[src/rtl/sha256_padder.sv]
// sha256_padder: byte-serial SHA-256 message padder feeding 512-bit blocks
// to the message schedule. Appends the 0x80 marker, zero fill and the
// 64-bit big-endian bit length, emitting a second block when needed.
// Optional feature macro: SHA256_PADDER_EMPTY_EN adds the msg_empty input
// for zero-length messages.
module sha256_padder #(
  parameter int unsigned LEN_W = 64
) (
  input  logic         clk,
  input  logic         rst,
  input  logic [7:0]   byte_in,
  input  logic         byte_vld,
  input  logic         byte_last,
  output logic         byte_rdy,
`ifdef SHA256_PADDER_EMPTY_EN
  input  logic         msg_empty,
`endif
  output logic [511:0] blk,
  output logic         blk_vld,
  output logic         blk_last,
  input  logic         blk_rdy
);

  localparam int unsigned BLK_W   = 512;
  localparam int unsigned NBYTES  = 64;
  localparam int unsigned IDX_W   = 6;
  localparam int unsigned LFLD_W  = 64;
  localparam int unsigned LEN_POS = 56;

  typedef enum logic [1:0] {
    S_FILL  = 2'd0,
    S_PAD   = 2'd1,
    S_EMIT  = 2'd2,
    S_EXTRA = 2'd3
  } state_t;

  state_t             state_q, state_d;
  logic [BLK_W-1:0]   buf_q, buf_d;
  logic [IDX_W-1:0]   idx_q, idx_d;
  logic [LEN_W-1:0]   bitlen_q, bitlen_d;
  logic               need_x_q, need_x_d;
  logic               pend_q, pend_d;
  logic               vld_q, vld_d;
  logic               last_q, last_d;
  logic [LFLD_W-1:0]  len_field;
  logic               byte_xfer;
  logic               last_slot;
  logic               empty_go;

  // Byte-side ready is a pure state decode, forced low while in reset
  assign byte_rdy  = (state_q == S_FILL) && !rst;
  assign byte_xfer = byte_vld && byte_rdy;
  assign last_slot = (idx_q == IDX_W'(NBYTES - 1));
  assign len_field = LFLD_W'(bitlen_q);

`ifdef SHA256_PADDER_EMPTY_EN
  // Zero-length message request; a concurrent byte takes priority
  assign empty_go = (state_q == S_FILL) && (idx_q == '0) && !byte_vld && msg_empty;
`else
  assign empty_go = 1'b0;
`endif

  assign blk      = buf_q;
  assign blk_vld  = vld_q;
  assign blk_last = last_q;

  // State register
  always_ff @(posedge clk or posedge rst) begin
    if (rst) state_q <= S_FILL;
    else     state_q <= state_d;
  end

  // Next-state decode
  always_comb begin
    state_d = state_q;
    unique case (state_q)
      S_FILL: begin
        if (byte_xfer) begin
          if (last_slot)      state_d = S_EMIT;
          else if (byte_last) state_d = S_PAD;
        end else if (empty_go) begin
          state_d = S_PAD;
        end
      end
      S_PAD:   state_d = S_EMIT;
      S_EMIT:  if (blk_rdy) state_d = need_x_q ? S_EXTRA : S_FILL;
      S_EXTRA: state_d = S_EMIT;
      default: state_d = S_FILL;
    endcase
  end

  // Block buffer, counters and output flags for the next cycle
  always_comb begin
    buf_d    = buf_q;
    idx_d    = idx_q;
    bitlen_d = bitlen_q;
    need_x_d = need_x_q;
    pend_d   = pend_q;
    last_d   = last_q;
    unique case (state_q)
      S_FILL: begin
        if (byte_xfer) begin
          for (int j = 0; j < int'(NBYTES); j++) begin
            if (IDX_W'(j) == idx_q) buf_d[8*(63-j) +: 8] = byte_in;
          end
          idx_d    = idx_q + IDX_W'(1);
          bitlen_d = bitlen_q + LEN_W'(8);
          if (last_slot) begin
            last_d = 1'b0;
            if (byte_last) begin
              // Block is full of data: marker and length both go to the next block
              need_x_d = 1'b1;
              pend_d   = 1'b1;
            end
          end
        end
      end
      S_PAD: begin
        for (int j = 0; j < int'(NBYTES); j++) begin
          if (j == int'(idx_q))     buf_d[8*(63-j) +: 8] = 8'h80;
          else if (j > int'(idx_q)) buf_d[8*(63-j) +: 8] = 8'h00;
        end
        if (idx_q < IDX_W'(LEN_POS)) begin
          buf_d[LFLD_W-1:0] = len_field;
          last_d            = 1'b1;
        end else begin
          // Length does not fit behind the marker
          need_x_d = 1'b1;
          pend_d   = 1'b0;
          last_d   = 1'b0;
        end
      end
      S_EMIT: begin
        if (blk_rdy && !need_x_q) begin
          idx_d = '0;
          if (last_q) bitlen_d = '0;
        end
      end
      S_EXTRA: begin
        buf_d = '0;
        if (pend_q) buf_d[BLK_W-1 -: 8] = 8'h80;
        buf_d[LFLD_W-1:0] = len_field;
        last_d   = 1'b1;
        need_x_d = 1'b0;
        pend_d   = 1'b0;
      end
      default: ;
    endcase
  end

  // blk_vld is registered from the upcoming state
  assign vld_d = (state_d == S_EMIT);

  // Datapath and output registers
  always_ff @(posedge clk or posedge rst) begin
    if (rst) begin
      buf_q    <= '0;
      idx_q    <= '0;
      bitlen_q <= '0;
      need_x_q <= 1'b0;
      pend_q   <= 1'b0;
      vld_q    <= 1'b0;
      last_q   <= 1'b0;
    end else begin
      buf_q    <= buf_d;
      idx_q    <= idx_d;
      bitlen_q <= bitlen_d;
      need_x_q <= need_x_d;
      pend_q   <= pend_d;
      vld_q    <= vld_d;
      last_q   <= last_d;
    end
  end

endmodule

[config.mk]
export PLATFORM = sky130hd
export DESIGN_NAME = sha256_padder
export DESIGN_NICKNAME = d
export VERILOG_FILES = /design/src/rtl/sha256_padder.sv
export SDC_FILE = /design/constraint.sdc
export NUM_CORES = 1
export LEC_CHECK = 0
export CAP_MARGIN = 20
export CORE_MARGIN = 2
export CORE_UTILIZATION = 51
export DETAILED_ROUTE_END_ITERATION = 12
export PLACE_DENSITY_LB_ADDON = 0.2
export REMOVE_ABC_BUFFERS = 1
export SYNTH_ARGS = -nofsm -noshare
export SYNTH_HDL_FRONTEND = slang
export SYNTH_SLANG_ARGS = --single-unit
[constraint.sdc]
create_clock -name clk -period 22.5 [get_ports clk]
set_input_delay 4.5 -clock clk [delete_from_list [all_inputs] [get_ports clk]]
set_output_delay 4.5 -clock clk [all_outputs]
set_load 0.05 [all_outputs]
---- Word level (Yosys, flattened, before mapping) ----
Cells that the tools add are included.
storage, ports and cells
  register bits after elaboration ......... 588
  latch bits .............................. 0
  memory bits (writable) .................. 0
  bits in read-only memories .............. 0
  input port bits ......................... 13
  memories kept ........................... 0
cells by class
  add/sub/neg operators ................... 2
  multiply operators ...................... 0
  div/mod/pow operators ................... 0
  $lt $le $gt $ge ......................... 64
  eq/ne operators ......................... 265
  shifts and indexed selects .............. 0
  mux-type cells .......................... 219
  bitwise logic cells ..................... 0
  reduce and logical (&&, ||, !) cells .... 79
operators with widths
  operator                                                                        number
  8-bit 2-to-1 mux                                                                192
  512-bit case mux with 3 select lines                                            1
  512-bit 2-to-1 mux                                                              1
  6-bit == test, first input constant                                             64
  4-bit AND reduction                                                             65
  64-bit 2-to-1 mux                                                               4
  5-bit by 6-bit == test with 1-bit output, first input constant                  32
  6-bit greater-than comparator, first input constant                             32
  3-bit != test, second input constant                                            55
  2-bit by 1-bit != test with 1-bit output, second input constant                 64
  64-bit case mux with 2 select lines                                             1
  4-bit by 6-bit == test with 1-bit output, first input constant                  16
  5-bit by 6-bit greater-than comparator with 1-bit output, first input constant  16
  64-bit by 4-bit adder with 64-bit output, second input constant                 1
  3-bit by 6-bit == test with 1-bit output, first input constant                  8
  4-bit by 6-bit greater-than comparator with 1-bit output, first input constant  8
  4-bit != test, second input constant                                            8
  2-bit by 6-bit == test with 1-bit output, first input constant                  4
  3-bit by 6-bit greater-than comparator with 1-bit output, first input constant  4
  2-bit != test, second input constant                                            7
  1-bit by 6-bit == test with 1-bit output, first input constant                  2
  2-bit by 6-bit greater-than comparator with 1-bit output, first input constant  2
  6-bit zero test                                                                 2
  6-bit 2-to-1 mux                                                                2
  19 further kinds                                                                38

---- Depth between registers and ports, before layout ----
  word-level depth ........................ 6
  mapped depth ............................ 11

---- Least setup slack after synthesis ----
OpenSTA, ideal clock, no wires.
  path type ............................... input to register
  start ................................... input port rst
  end ..................................... register buf_q[7] (netlist: blk[7])
  library setup time ...................... 125 ps
  data arrival time ....................... 19,420 ps
  required time ........................... 22,375 ps
  setup slack ............................. 2,955 ps
  stages .................................. 5
  buffers on the path ..................... 0
  cell sequence ........................... inv_1 > nand3_1 > nor3_2 > nor2_1 > mux2_2
on the way
  longest elaborated chain between the ends .. 5
RTL lines
  item                           RTL line  text
  start: declaration             10        input logic rst,
  1-bit zero test (no line)      --
  1-bit logical AND              51        assign byte_rdy = (state_q == S_FILL) && !rst;
  1-bit logical AND              52        assign byte_xfer = byte_vld && byte_rdy;
  2-bit != test (no line)        --
  4-bit AND reduction (no line)  --
  end signal: assignment         165       buf_q <= buf_d;
  end: declaration               38        logic [BLK_W-1:0] buf_q, buf_d;
Every way passes these cells.
A chain may end at the register's enable or synchronous reset.

---- Worst setup path in the final report ----
  start ................................... input port rst
  end ..................................... output port byte_rdy
on the way
  longest elaborated chain between the ends .. 2
RTL lines
  item                       RTL line  text
  1-bit zero test (no line)  --
  1-bit logical AND          51
  end: declaration           14        output logic byte_rdy,
Every way passes these cells.

==> key figures <==
Worst setup path
  – Worst Setup Start Kind: input pin
  – Slowest stage cell, crit path: clkdlybuf4s50_1
  – Max incr delay on CP: 820 ps
  – Sum of buffers and inverters on the critical path: 2
  – Kind of critical path: input pin to primary output
  – Cell mode on critical path: clkdlybuf4s50_1
  – Crit. End Element: primary output
  – Crit path DAT: 6170 ps
  – Worst Path Required: 18000 ps
  – Critical Path, Cell by Cell: clkdlybuf4s50_1 > nor2_1 > clkdlybuf4s50_1
  – Crit Path Max Fanout: 6
  – Worst path top cell family by delay: buffers and inverters

Floorplanning
  – Core area: 47900 um2
  – Initial Utilization: 51.8%
  – Die width: 225 um
  – Die height: 225 um
  – Row count: 80
  – Die Area: 50500 um2
  – Ports: 528

Synth
  – Largest family of logic cells by synthesized area: multiplexers
  – XOR/XNOR Fraction of Synth Area: 1.23%
  – Mapped Cells: 2084
  – Post-Syn Area: 24800 um2
  – Avg Cell Area, Syn: 11.9 um2
  – Synth Area in Compound Gates: 10.2%
  – Synth cell types: 77
  – Main synth FF type: dfrtp_1
  – Post-Synth Simple-Gate Area: 9.05%
  – Warnings, synthesis: 0
  – Post-synth top area share: 58.9%
  – Synthesized flop and latch total: 585
  – Synth area leader: dfrtp_1
  – Synth async-reset ratio: 100%
  – Post-synthesis sequential area ratio: 58.9%
  – Adder-Cell Fraction of Synth Area: 0.252%
  – Area contributors post-synth: dfrtp_1 59%, mux2_2 17%, o21ai_0 3.5%, a21oi_1 3.0%, nand2_1 2.9%
  – Post-synth EDFFs: 0
  – Multiplexer share of the synthesized area: 17.7%

CTS
  – Setup Buffers After CTS: 0
  – Post-CTS resize count: 0
  – Clk sink count: 585
  – Root Buffer: clkbuf_16
  – Clock Pin Slew Worst Setup and Hold Paths: 60 ps
  – Worst-Skew Late Latency: 620 ps
  – TritonCTS clock tree: yes
  – CTS buffer count: 59
  – Hold Buf Count CTS: 0
  – H-tree Lvls: 2
  – Clk buf depth: 3

GRT
  – Initial antenna violation count: 3
  – First-pass GRT wire length: 120000 um
  – Number of global-route vias before repair: 19400
  – Largest net degree at the start of global routing: 153
  – GRT Total Usage: 31.3%
  – Remaining Overflow, GRT: 0

STA
  – Final setup fails: 0
  – Peak Freq: 0.0937 GHz
  – Rel. slew slack: 22.6%
  – Final worst path period share: 47.4%
  – Final hold vios: 0
  – Period minus WS final: 10670 ps
  – Setup TNS: 0 ps
  – Setup Skew: 30.1 ps
  – Final Max Tran Viols: 0
  – RSZ-0062 raised after global routing: false
  – Worst-Margin Slew: 1160 ps

Finish
  – Post-layout net count: 2592
  – # diodes: 0
  – Layout area overhead: 32.2%
  – Layout cells sized above 1: 21.3%

Routing
  – Antenna Nets Post-Route: 0
  – Initial DRC count: 1951
  – Vias/cell: 5.94
  – Wire per inst: 24.6 um
  – Drt first pass iters: 5
  – DR vias: 19200
  – Final wirelength: 79600 um
  – Drc violations: 0

Placement
  – Dpl hpwl: 53900 um
  – IO buf count: 527
  – Placer Congestion: 0.925

Status
  – Run status: complete, no violations

Min path
  – Hold crit path type: flop to flop

Job
  – Max Cap Violations: 0
## layout make-up
cell class | instances | area [um2]
clock buffer | 89 | 1820
clock inverter | 18 | 203
fill | 3540 | 15100
inverter | 21 | 86.3
multi-input combinational | 1335 | 9660
sequential | 585 | 14600
tap | 615 | 769
timing repair buffer | 572 | 5670
## placed cells by master, fill, tap and decap left out, types with 8 or more instances in the layout
master,synthesis,layout
nand4_1,35,35
or4_1,15,15
clkbuf_1,115,9
o21ai_0,174,174
nand2b_1,8,8
clkdlybuf4s50_1,0,527
o31ai_1,15,15
dfrtp_1,585,584
inv_1,20,19
xor2_1,28,28
o21ai_1,8,8
clkbuf_8,0,19
o211ai_1,14,14
a31oi_1,20,20
and3_1,9,9
nor2_1,88,87
a21oi_1,150,149
nand3_1,36,36
nor2b_1,20,12
clkbuf_16,0,61
or3_1,14,14
clkinv_2,0,10
nor4_1,10,10
mux2i_1,10,10
buf_4,0,42
mux2_2,382,382
nand2_1,191,191
## per-layer routing
metal | wire (um) | track usage, % | up-vias
met2 | 38200 | 51.0 | 887
met4 | 2590 | 9.78 | 6
met3 | 7230 | 9.59 | 151
met1 | 31600 | 40.3 | 9784
li1 | - | - | 8400
met5 | 41 | 0 | -
## worst reg2reg max path: cells and delay by family (launching register included)
family	cells	cell delay, ps
flops	1	350
buf+inv	2	1550
simple gates	1	820
compound gates	2	920
mux	1	410
## metrics by stage
stage	utilization [%]	std cells	setup slack [ps]	instance area (um2)	hold slack, ps
after floorplan	-	1941	1610	24300	461
after global placement	64.0	3120	11850	30700	461
after detailed placement	64.1	3122	11850	30700	470
after CTS	68.3	3229	11830	32800	484
after global routing	68.5	3235	11750	32900	503
final	68.5	3235	11830	32900	476
## synthesized netlist by cell type, types with 7 or more instances
cell	instances
or4_1	15
nor4_1	10
o211ai_1	14
nand2_1	191
xor2_1	28
nand4_1	35
mux2_2	382
a21oi_1	150
o21ai_0	174
mux2i_1	10
inv_1	20
a31oi_1	20
nor2b_1	20
clkbuf_1	115
dfrtp_1	585
nand2b_1	8
buf_2	17
o31ai_1	15
nor2_1	88
a221oi_1	7
nand3_1	36
o21ai_1	8
xnor2_1	7
nor3_1	7
and3_1	9
or3_1	14
buf_1	10
## state kept, by name, summed over array words and instances, names as in the netlist
name      cells
need_x_q      1
blk         512
blk_last      1
bitlen_q     61
blk_vld       1
state_q       2
idx_q         6
pend_q        1
## final timing paths
kind	startpoint	endpoint	slack, ps	depth (start not counted)
max	rst	byte_rdy	11830	3
min	blk[94]	blk[94]	480	2
max reg2reg	state_q[0]	blk[257]	18350	6
min reg2reg	blk[94]	blk[94]	480	2
max in group asynchronous	rst	blk[99]	15290	5
min in group asynchronous	rst	blk[7]	4590	2
## cell families after synthesis
group / count (synthesis)
fa+ha+maj: 5
flops: 585
compound gates: 438
buf+inv: 164
simple gates: 465
mux: 392
xor+xnor: 35
Power is left out: the tool's default activity adds up to more than one toggle a clock period on the data nets, which glitch-free logic cannot reach.
